### src/rtl/wb_pkg.sv
// wb_sequencer shared types: writeback classes, mux select codes,
// controller states and the class-to-select mapping.
package wb_pkg;

   typedef enum logic [2:0] {
      CLS_ALU     = 3'd0,
      CLS_LOAD    = 3'd1,
      CLS_MFHI    = 3'd2,
      CLS_MFLO    = 3'd3,
      CLS_SLT     = 3'd4,
      CLS_SHIFT   = 3'd5,
      CLS_LUI     = 3'd6,
      CLS_INVALID = 3'd7
   } wb_class_e;

   localparam logic [3:0] SEL_ALU   = 4'd0;
   localparam logic [3:0] SEL_MDR   = 4'd1;
   localparam logic [3:0] SEL_HI    = 4'd2;
   localparam logic [3:0] SEL_LO    = 4'd3;
   localparam logic [3:0] SEL_227   = 4'd4;
   localparam logic [3:0] SEL_ZERO  = 4'd5;
   localparam logic [3:0] SEL_ONE   = 4'd6;
   localparam logic [3:0] SEL_SHIFT = 4'd7;
   localparam logic [3:0] SEL_LUI   = 4'd8;

   typedef enum logic [2:0] {
      ST_INIT_SP,
      ST_IDLE,
      ST_LOAD_WAIT,
      ST_LOAD_CAPT,
      ST_SHIFT_WAIT,
      ST_WRITE
   } wb_state_e;

   // Select for the write-data mux; SLT picks constant 1 or 0.
   function automatic logic [3:0] wb_sel(
      input wb_class_e cls,
      input logic      lt
   );
      logic [3:0] sel;
      sel = SEL_ALU;
      unique case (cls)
         CLS_ALU:   sel = SEL_ALU;
         CLS_LOAD:  sel = SEL_MDR;
         CLS_MFHI:  sel = SEL_HI;
         CLS_MFLO:  sel = SEL_LO;
         CLS_SLT:   sel = lt ? SEL_ONE : SEL_ZERO;
         CLS_SHIFT: sel = SEL_SHIFT;
         CLS_LUI:   sel = SEL_LUI;
         default:   sel = SEL_ALU;
      endcase
      return sel;
   endfunction

endpackage

### src/rtl/wb_if.sv
// Writeback request/response bundle between the main control FSM
// (master: wb_req, wb_class, wb_dest, slt_lt, shift_done) and the
// sequencer (slave: mem_to_reg, wb_addr, reg_write, mdr_load, busy, wb_done).
interface wb_if;
   import wb_pkg::*;

   logic       wb_req;
   wb_class_e  wb_class;
   logic [4:0] wb_dest;
   logic       slt_lt;
   logic       shift_done;
   logic [3:0] mem_to_reg;
   logic [4:0] wb_addr;
   logic       reg_write;
   logic       mdr_load;
   logic       busy;
   logic       wb_done;

   modport master (
      output wb_req, wb_class, wb_dest, slt_lt, shift_done,
      input  mem_to_reg, wb_addr, reg_write, mdr_load, busy, wb_done
   );

   modport slave (
      input  wb_req, wb_class, wb_dest, slt_lt, shift_done,
      output mem_to_reg, wb_addr, reg_write, mdr_load, busy, wb_done
   );

endinterface

### src/rtl/wb_wait_cnt.sv
// 4-bit loadable down-counter with zero flag; times the memory read.
// Ports: clk, reset, load/load_val (preset), dec (count down), zero.
module wb_wait_cnt (
   input  logic       clk,
   input  logic       reset,
   input  logic       load,
   input  logic [3:0] load_val,
   input  logic       dec,
   output logic       zero
);

   logic [3:0] cnt_q;
   logic [3:0] cnt_d;

   always_comb begin
      cnt_d = cnt_q;
      if (load) begin
         cnt_d = load_val;
      end else if (dec && (cnt_q != 4'd0)) begin
         cnt_d = cnt_q - 4'd1;
      end
   end

   always_ff @(posedge clk) begin
      if (reset) begin
         cnt_q <= 4'd0;
      end else begin
         cnt_q <= cnt_d;
      end
   end

   assign zero = (cnt_q == 4'd0);

endmodule

### src/rtl/wb_sequencer.sv
// Multicycle register-file writeback controller: stack-pointer init
// write after reset, then one ALU/load/mfhi/mflo/lui/slt/shift writeback
// at a time. Ports: clk, reset, bus (wb_if.slave). All outputs registered.
module wb_sequencer
   import wb_pkg::*;
#(
   parameter int unsigned MEM_WAIT = 2,
   parameter int unsigned SP_REG   = 29
) (
   input  logic clk,
   input  logic reset,
   wb_if.slave  bus
);

   localparam logic [3:0] WAIT_LD = 4'(MEM_WAIT - 1);
   localparam logic [4:0] SP_ADDR = 5'(SP_REG);

   wb_state_e  state_q, state_d;
   logic [3:0] mem_q, mem_d;
   logic [4:0] addr_q, addr_d;
   logic       rw_q, rw_d;
   logic       mdr_q, mdr_d;
   logic       busy_q, busy_d;
   logic       done_q, done_d;
   wb_class_e  cls_q, cls_d;
   logic [4:0] dest_q, dest_d;
   logic       lt_q, lt_d;

   wb_class_e  w_cls;
   logic [4:0] w_dest;
   logic       w_lt;

   logic       cnt_load;
   logic       cnt_dec;
   logic       cnt_zero;

   wb_wait_cnt u_wait (
      .clk      (clk),
      .reset    (reset),
      .load     (cnt_load),
      .load_val (WAIT_LD),
      .dec      (cnt_dec),
      .zero     (cnt_zero)
   );

   always_comb begin
      state_d  = state_q;
      mem_d    = mem_q;
      addr_d   = addr_q;
      rw_d     = 1'b0;
      mdr_d    = 1'b0;
      done_d   = 1'b0;
      cls_d    = cls_q;
      dest_d   = dest_q;
      lt_d     = lt_q;
      cnt_load = 1'b0;
      cnt_dec  = 1'b0;
      w_cls    = cls_q;
      w_dest   = dest_q;
      w_lt     = lt_q;

      unique case (state_q)
         ST_INIT_SP: begin
            rw_d    = 1'b1;
            mem_d   = SEL_227;
            addr_d  = SP_ADDR;
            state_d = ST_IDLE;
         end
         ST_IDLE: begin
            if (bus.wb_req) begin
               // Short classes write straight from the bus values.
               w_cls  = bus.wb_class;
               w_dest = bus.wb_dest;
               w_lt   = bus.slt_lt;
               cls_d  = w_cls;
               dest_d = w_dest;
               lt_d   = w_lt;
               if (w_cls == CLS_LOAD) begin
                  state_d  = ST_LOAD_WAIT;
                  cnt_load = 1'b1;
               end else if (w_cls == CLS_SHIFT) begin
                  state_d = ST_SHIFT_WAIT;
               end else begin
                  state_d = ST_WRITE;
               end
            end
         end
         ST_LOAD_WAIT: begin
            if (cnt_zero) begin
               state_d = ST_LOAD_CAPT;
               mdr_d   = 1'b1;
            end else begin
               cnt_dec = 1'b1;
            end
         end
         ST_LOAD_CAPT: begin
            state_d = ST_WRITE;
         end
         ST_SHIFT_WAIT: begin
            if (bus.shift_done) begin
               state_d = ST_WRITE;
            end
         end
         ST_WRITE: begin
            state_d = ST_IDLE;
         end
         default: begin
            state_d = ST_IDLE;
         end
      endcase

      // Outputs are loaded on entry so they line up with the state.
      if (state_d == ST_WRITE) begin
         addr_d = w_dest;
         done_d = 1'b1;
         if (w_cls == CLS_INVALID) begin
            mem_d = SEL_ALU;
            rw_d  = 1'b0;
         end else begin
            mem_d = wb_sel(w_cls, w_lt);
            rw_d  = (w_dest != 5'd0);
         end
      end

      busy_d = (state_d != ST_IDLE);
   end

   always_ff @(posedge clk) begin
      if (reset) begin
         state_q <= ST_INIT_SP;
         mem_q   <= 4'd0;
         addr_q  <= 5'd0;
         rw_q    <= 1'b0;
         mdr_q   <= 1'b0;
         busy_q  <= 1'b1;
         done_q  <= 1'b0;
         cls_q   <= CLS_ALU;
         dest_q  <= 5'd0;
         lt_q    <= 1'b0;
      end else begin
         state_q <= state_d;
         mem_q   <= mem_d;
         addr_q  <= addr_d;
         rw_q    <= rw_d;
         mdr_q   <= mdr_d;
         busy_q  <= busy_d;
         done_q  <= done_d;
         cls_q   <= cls_d;
         dest_q  <= dest_d;
         lt_q    <= lt_d;
      end
   end

   assign bus.mem_to_reg = mem_q;
   assign bus.wb_addr    = addr_q;
   assign bus.reg_write  = rw_q;
   assign bus.mdr_load   = mdr_q;
   assign bus.busy       = busy_q;
   assign bus.wb_done    = done_q;

endmodule

### src/flat_wrapper.sv
// flat-port wrapper written by rule: the top's interface ports become plain ports
module wb_sequencer_flat import wb_pkg::*;
#(
   parameter int unsigned MEM_WAIT = 2,
   parameter int unsigned SP_REG   = 29
)
  (clk, reset, bus_wb_req, bus_wb_class, bus_wb_dest, bus_slt_lt, bus_shift_done, bus_mem_to_reg, bus_wb_addr, bus_reg_write, bus_mdr_load, bus_busy, bus_wb_done);
  wb_if bus_i ();
  input  logic clk;
  input  logic reset;
  input wire logic [$bits(bus_i.wb_req)-1:0] bus_wb_req;
  input wire logic [$bits(bus_i.wb_class)-1:0] bus_wb_class;
  input wire logic [$bits(bus_i.wb_dest)-1:0] bus_wb_dest;
  input wire logic [$bits(bus_i.slt_lt)-1:0] bus_slt_lt;
  input wire logic [$bits(bus_i.shift_done)-1:0] bus_shift_done;
  output wire logic [$bits(bus_i.mem_to_reg)-1:0] bus_mem_to_reg;
  output wire logic [$bits(bus_i.wb_addr)-1:0] bus_wb_addr;
  output wire logic [$bits(bus_i.reg_write)-1:0] bus_reg_write;
  output wire logic [$bits(bus_i.mdr_load)-1:0] bus_mdr_load;
  output wire logic [$bits(bus_i.busy)-1:0] bus_busy;
  output wire logic [$bits(bus_i.wb_done)-1:0] bus_wb_done;
  assign bus_i.wb_req = bus_wb_req;
  assign bus_i.wb_class = bus_wb_class;
  assign bus_i.wb_dest = bus_wb_dest;
  assign bus_i.slt_lt = bus_slt_lt;
  assign bus_i.shift_done = bus_shift_done;
  assign bus_mem_to_reg = bus_i.mem_to_reg;
  assign bus_wb_addr = bus_i.wb_addr;
  assign bus_reg_write = bus_i.reg_write;
  assign bus_mdr_load = bus_i.mdr_load;
  assign bus_busy = bus_i.busy;
  assign bus_wb_done = bus_i.wb_done;
  wb_sequencer #(.MEM_WAIT(MEM_WAIT), .SP_REG(SP_REG)) u_core (.clk(clk), .reset(reset), .bus(bus_i));
endmodule
### config.mk
export PLATFORM = sky130hd
export DESIGN_NAME = wb_sequencer_flat
export DESIGN_NICKNAME = d
export VERILOG_FILES = /design/src/rtl/wb_pkg.sv /design/src/rtl/wb_if.sv /design/src/rtl/wb_wait_cnt.sv /design/src/rtl/wb_sequencer.sv /design/src/flat_wrapper.sv
export SDC_FILE = /design/constraint.sdc
export NUM_CORES = 1
export LEC_CHECK = 0
export CORE_ASPECT_RATIO = 1.2
export CORE_MARGIN = 2
export CORE_UTILIZATION = 40
export CTS_CLUSTER_SIZE = 12
export DETAILED_ROUTE_END_ITERATION = 12
export DONT_BUFFER_PORTS = 1
export GPL_TIMING_DRIVEN = 0
export SLEW_MARGIN = 20
export SYNTH_ARGS = -nofsm -noshare
export SYNTH_HDL_FRONTEND = slang
export SYNTH_SLANG_ARGS = --single-unit
### constraint.sdc
create_clock -name clk -period 2.1 [get_ports clk]
set_input_delay 0.42 -clock clk [delete_from_list [all_inputs] [get_ports clk]]
set_output_delay 0.42 -clock clk [all_outputs]
set_load 0.03 [all_outputs]
==> impl_metrics.ini <==
[synth]
combined_area_of_all_synthesized_cells_um2 = 1310
synth_top_cells_by_area = dfxtp_1 (44%), mux2i_1 (4.6%), nor3_1 (4.6%)
synthDistinctLibCells = 37
seq_area_frac_synth_pct = 44.2
synthCells = 148
yosysWarningCount = 0
yosysTopAreaCell = dfxtp_1
synth_common_cells = dfxtp_1 (29), nor2_1 (15), nand2_1 (14), nor3_1 (12), a21oi_1 (9)
main_flop_type_after_synthesis = dfxtp_1
synthMostInstantiatedCell = dfxtp_1
postSynthAreaPerCell_um2 = 8.88
synth_edf_count = 0
mappedNetlistNets = 162
synth_top_area_share_pct = 44.2
synth-seq-cells = 29
ys_async_sr_fraction_pct = 0

[clock_network]
clock_tree.buffer_depth = 2
cts.clk_slew.worst_paths_ns = 0.10
cts-root-buf = clkbuf_4
cts_htree_levels = 2
tritoncts_num_sinks = 29
cts.hold.buffers_added = 0
cts_setup_buffers = 0
cts-buffers-inserted = 5
cts.repair.resized = 0
cts_tree = built
clkLatencyLatePin_ns = 0.35

[critical_path]
cpMaxStageDelayCell = or3b_1
crit_path_max_incr_delay_ns = 0.41
timing.setup.critical_path_class = reg -> reg
path_cells = inv_1 > ha_1 > or3b_1 > and2_1 > nor4_1 > o211ai_1
depth_of_the_most_critical_reg_to_reg_path = 6
worst-path-max-fanout = 4
worst_setup_path_end_kind = register
critical_path_buf_inv_count = 1
critPathRequiredTime_ns = 2.31
timing.rr.end = u_core.bus.busy
cp_top_family = simple AND/OR/NAND/NOR gates
critical_path.startpoint_type = register
rrSetupSlack_ns = 0.27
reg2reg_from = u_core.u_wait.cnt_q[0]
critical_path_arrival_ns = 2.04

[drt]
drcViolationCount = 0
routed_wirelength_um = 2870
final_antenna_net_count = 0
total_number_of_vias = 1071
vias_per_cell = 5.58
drt_pre_antenna_iters = 4
drt_iter0_markers = 28
detail_route.wl_per_cell_um = 15.0

[placement]
finalWeightedCongestion = 0.801
detailed_place_hpwl_um = 2100
portBuffers = 0
pre_cts_ws_ns = 0.251
post-place-cells = 184

[timing]
timing.max_slew.rel_slack_pct = 49.4
worst_pin_slew_ns = 0.754
timing.final.max_slew_violations = 0
grt_setup_unrepaired = false
setup_viol = 0
timing.final.hold_violations = 0
layout_min_cycle_time_ns = 1.83
setup_total_negative_slack_ns = 0
clock-skew-final_ns = 0.00878
period_share_pct = 87.2
final.setup.worst_slack_ns = 0.269
fmaxAchievable_ghz = 0.546

[global_route]
grtUsageTotal_pct = 17.1
grt_pass1_vias = 999
grt_start_max_net_pins = 11
grt_overflow_total = 0
grt_first_pass_wirelength_um = 4750
antenna_found_initial = 0

[power]
power.switching_uw = 346
power.combinational.fraction_pct = 11.6
seqPwrFrac_pct = 54.5
pwr_density_cell_nw_per_um2 = 828
power.clock.fraction_pct = 33.9
totalPowerFinal_uw = 1180
power.leakage_uw = 0.000508
irDropWorstVdd_mv = 0.476
internal_power_uw = 837
swShare_pct = 29.3

[die]
floorplan.die_area_um2 = 3760
rows = 22
die_extent_in_x_um = 56.3
floorplan.die.height_um = 66.8
initial_core_util_pct = 42.2
number_of_primary_i_o_pins = 26
fp.coreArea_um2 = 3110

[min_path]
end_of_the_worst_hold_path = u_core.bus.mem_to_reg[0]
hp-class = in -> reg
worstHoldPathCells = 1
min-delay-start = reset

[finish]
share_of_layout_cells_above_drive_strength_1_pct = 10.3
post_layout_cell_count = 192
num-nets-final = 169
finalCoreUtilization_pct = 45.9
diodes = 0
synthToLayoutAreaGrowth_pct = 8.76

[flow_run]
maxCapViolations = 0

[run_status]
status = finished, final reports clean
-- worst register-to-register path, delay by kind of cell (launching register included) --
family	cells	cell delay, ns
and+or+nand+nor	3	0.98
DFF	1	0.34
adders and majority gates	1	0.15
AOI/OAI and AO/OA	1	0.15
buffers and inverters	1	0.06
-- power by group through the flow --
| stage | logic [uW] | clock network (uW) | registers, uW |
|---|---|---|---|
| 2_1_floorplan | 113 | 0 | 652 |
| 3_3_place_gp | 136 | 0 | 658 |
| 3_5_place_dp | 138 | 0 | 658 |
| 4_1_cts | 138 | 410 | 646 |
| 5_1_grt | 155 | 435 | 650 |
| 6_report | 137 | 401 | 645 |
-- worst max-delay path by stage --
| stage | slack, ns | depth (start not counted) | from | endpoint |
|---|---|---|---|---|
| after global placement | 0.28 | 6 | bus_wb_class[1] | u_core.bus.wb_addr[2] |
| after global routing | 0.21 | 6 | u_core.u_wait.cnt_q[0] | u_core.bus.busy |
| after CTS | 0.28 | 6 | u_core.u_wait.cnt_q[0] | u_core.bus.busy |
| after detailed placement | 0.25 | 6 | bus_wb_class[1] | u_core.bus.mem_to_reg[0] |
| after floorplan | 0.49 | 6 | u_core.u_wait.cnt_q[0] | u_core.bus.busy |
| final | 0.27 | 6 | u_core.u_wait.cnt_q[0] | u_core.bus.busy |
-- stage by stage --
stage | area, um^2 | hold slack [ns]
after floorplan | 1310 | 0.450
after global placement | 1360 | 0.464
after detailed placement | 1360 | 0.467
after CTS | 1430 | 0.118
after global routing | 1430 | 0.108
final | 1430 | 0.128
-- cell usage in the layout (no fill, tap or decap), types with 2 or more instances in the layout --
cell type,Yosys,layout
clkbuf_1,4,4
or3b_1,2,2
nand3b_1,2,2
nand3_1,3,3
nor2_1,15,15
a311oi_1,2,2
o22ai_1,2,2
inv_1,4,4
clkbuf_8,0,2
a21oi_1,9,9
o21ai_0,3,3
clkbuf_4,0,5
dfxtp_1,29,29
o211ai_1,4,4
nor2b_1,3,3
nor3b_1,3,3
mux2i_1,6,6
nand2b_1,6,6
xor2_1,2,2
buf_2,2,2
nand2_1,14,14
nor3_1,12,12
a211oi_1,5,5
-- layout make-up --
| cell class | count | area (um^2) |
|---|---|---|
| buffer | 8 | 43.8 |
| clock buffer | 7 | 65.1 |
| clock inverter | 1 | 5.00 |
| fill | 320 | 1680 |
| inverter | 4 | 15.0 |
| multi-input combinational | 107 | 674 |
| sequential | 29 | 581 |
| tap | 36 | 45.0 |
-- cell families after synthesis --
logic type	count (synthesis)	synth area share [%]
simple gates	67	27.3
compound gates	29	15.6
flops	29	44.2
buf+inv	12	4.48
mux	7	5.43
xor+xnor	3	2.00
fa+ha+maj	1	0.952
-- layer usage --
layer	up-vias	wire [um]	part of all wire, %	global-route usage, %
met4	0	80	2.8	11.6
met3	8	185	6.4	5.63
met5	-	0	0	0
met1	491	1240	43	18.7
li1	540	-	-	-
met2	32	1360	47	28.2
(Power assumes the default switching activity.)
==> RTL edit (same settings) <==
Take the reset off `addr_q` and load it in a clocked block of its own.
--- a/src/rtl/wb_sequencer.sv
+++ b/src/rtl/wb_sequencer.sv
@@ -129,7 +129,6 @@
       if (reset) begin
          state_q <= ST_INIT_SP;
          mem_q   <= 4'd0;
-         addr_q  <= 5'd0;
          rw_q    <= 1'b0;
          mdr_q   <= 1'b0;
          busy_q  <= 1'b1;
@@ -140,7 +139,6 @@
       end else begin
          state_q <= state_d;
          mem_q   <= mem_d;
-         addr_q  <= addr_d;
          rw_q    <= rw_d;
          mdr_q   <= mdr_d;
          busy_q  <= busy_d;
@@ -149,6 +147,10 @@
          dest_q  <= dest_d;
          lt_q    <= lt_d;
       end
+   end
+
+   always_ff @(posedge clk) begin
+      addr_q <= addr_d;
    end
 
    assign bus.mem_to_reg = mem_q;
Function: changed (Yosys sat finds a counterexample within 4 cycles, from zero or initial values and one cycle with reset high).
==> RTL edit against the unedited design <==
Combinational power increased by 25%; global-route usage increased by 0.20 points; first-iteration DRC count decreased by 3.6%; non-clock buffer count increased by 2; area after synthesis increased by 4.1%; critical path depth decreased by 1; power increased by 30%; routed wire length increased by 2.2%; sequential cell count unchanged; cell area increased by 9.6%; sequential power increased by 5.9%; worst setup slack got worse by 0.13 ns; largest power group is now the clock network.
==> RTL edit: results (changes against the unedited design) <==
Layout
  – Register area: 631 µm² (was 581 µm²)
  – Fraction of layout cells with a size suffix above 1: 10.8% (was 10.3%)
  – Repair and plain buffers: 10 (was 8)
  – Multi-input logic area: 689 µm² (was 674 µm²)
  – Clock-cell share: 8.55% (was 4.90%)

Critical path
  – R2R setup slack: 0.14 ns (was 0.27 ns)
  – Largest stage delay on the critical path: 0.66 ns (was 0.41 ns)
  – Reg-to-Reg Start: u_core.state_q[0] (was u_core.u_wait.cnt_q[0])
  – Crit path DAT: 1.97 ns (was 2.04 ns)
  – Number of cells on the worst reg-to-reg path: 5 (was 6)
  – CP endpoint: u_core.bus.wb_addr[3] (was u_core.bus.busy)
  – CP max FO: 7 (was 4)

Detailed routing
  – Met1 wire length: 1190 µm (was 1240 µm)
  – DRT Wirelength: 2940 µm (was 2870 µm)
  – Initial detailed-routing violation count: 27 (was 28)
  – Drt via density: 5.65 (was 5.58)

Clocking
  – Reg clk slew, reported paths: 0.06 ns (was 0.10 ns)
  – Clock latency on the worst-skew pair: 0.28 ns (was 0.35 ns)
  – CTS root buf: clkbuf_8 (was clkbuf_4)

Pwr
  – Sequential power share: 44.3% (was 54.5%)
  – Maximum vdd drop: 0.000597 V (was 0.000476 V)
  – Leakage Power: 0.562 nW (was 0.508 nW)
  – PD cells: 983 mW/mm² (was 828 mW/mm²)

Global routing
  – Grt met3 use: 4.54% (was 5.63%)
  – Met2 Usage GRT: 30.1% (was 28.2%)

Place
  – Placed Cells incl. Taps: 186 (was 184)
  – RD Place Congestion: 0.794 (was 0.801)

Run status
  – Status: completed (unchanged)

Timing
  – Slew @ Worst Pin: 0.460 ns (was 0.754 ns)

Worst hold path
  – Hold wc startpoint: bus_slt_lt (was reset)

Synthesis
  – Number of distinct library cells after synthesis: 38 (was 37)
==> RTL edit: changes by cell type in the layout (fill, tap and decap cells not counted), moves of 4 or more <==
cell	delta
clkbuf_4	-5
dfxtp_1	-5
nor3_1	-8
edfxtp_1	+5
mux2i_1	+4
==> RTL edit: worst min path at each step <==
stage                        endpoint  slack, ns  depth (start not counted)
final                     u_core.lt_q       0.27                          2
after global routing      u_core.lt_q       0.28                          2
after CTS                 u_core.lt_q       0.26                          2
after detailed placement  u_core.lt_q       0.48                          2
after global placement    u_core.lt_q       0.47                          2
after floorplan           u_core.lt_q       0.45                          2
==> RTL edit: metrics by stage <==
step                hold slack, ns  worst slack (ns)  util (%)
floorplan                    0.450             0.103         -
global placement             0.468           -0.0321      42.7
detailed placement           0.477           -0.0492      42.7
CTS                          0.261            0.0389      46.9
global route                 0.276            0.0398      47.3
finish                       0.266             0.136      47.3
==> RTL edit: timing repair <==
action,CTS,global route
hold buffers,0,0
endpoints found under the setup margin,5,10
gates resized for setup,1,3
pin swaps,0,1
buffers inserted,0,1
endpoints found under the hold margin,0,0
==> RTL edit: cell families (layout without fill, tap and decap cells) <==
kind of cell	after synthesis	after routing	share of synthesized area, %
and+or+nand+nor	66	66	26.3
DFF	29	29	46.1
AOI/OAI and AO/OA	27	27	13.2
buffers and inverters	13	22	4.21
muxes	10	10	7.32
xor gates and xnor gates	3	3	1.92
adders and majority gates	1	1	0.915
==> RTL edit: worst reg2reg max path, delay by kind of cell (launching register included) <==
kind	cells	cell delay, ns
DFF	1	0.36
buffers and inverters	1	0.13
AOI/OAI and AO/OA	2	0.39
and+or+nand+nor	2	0.81
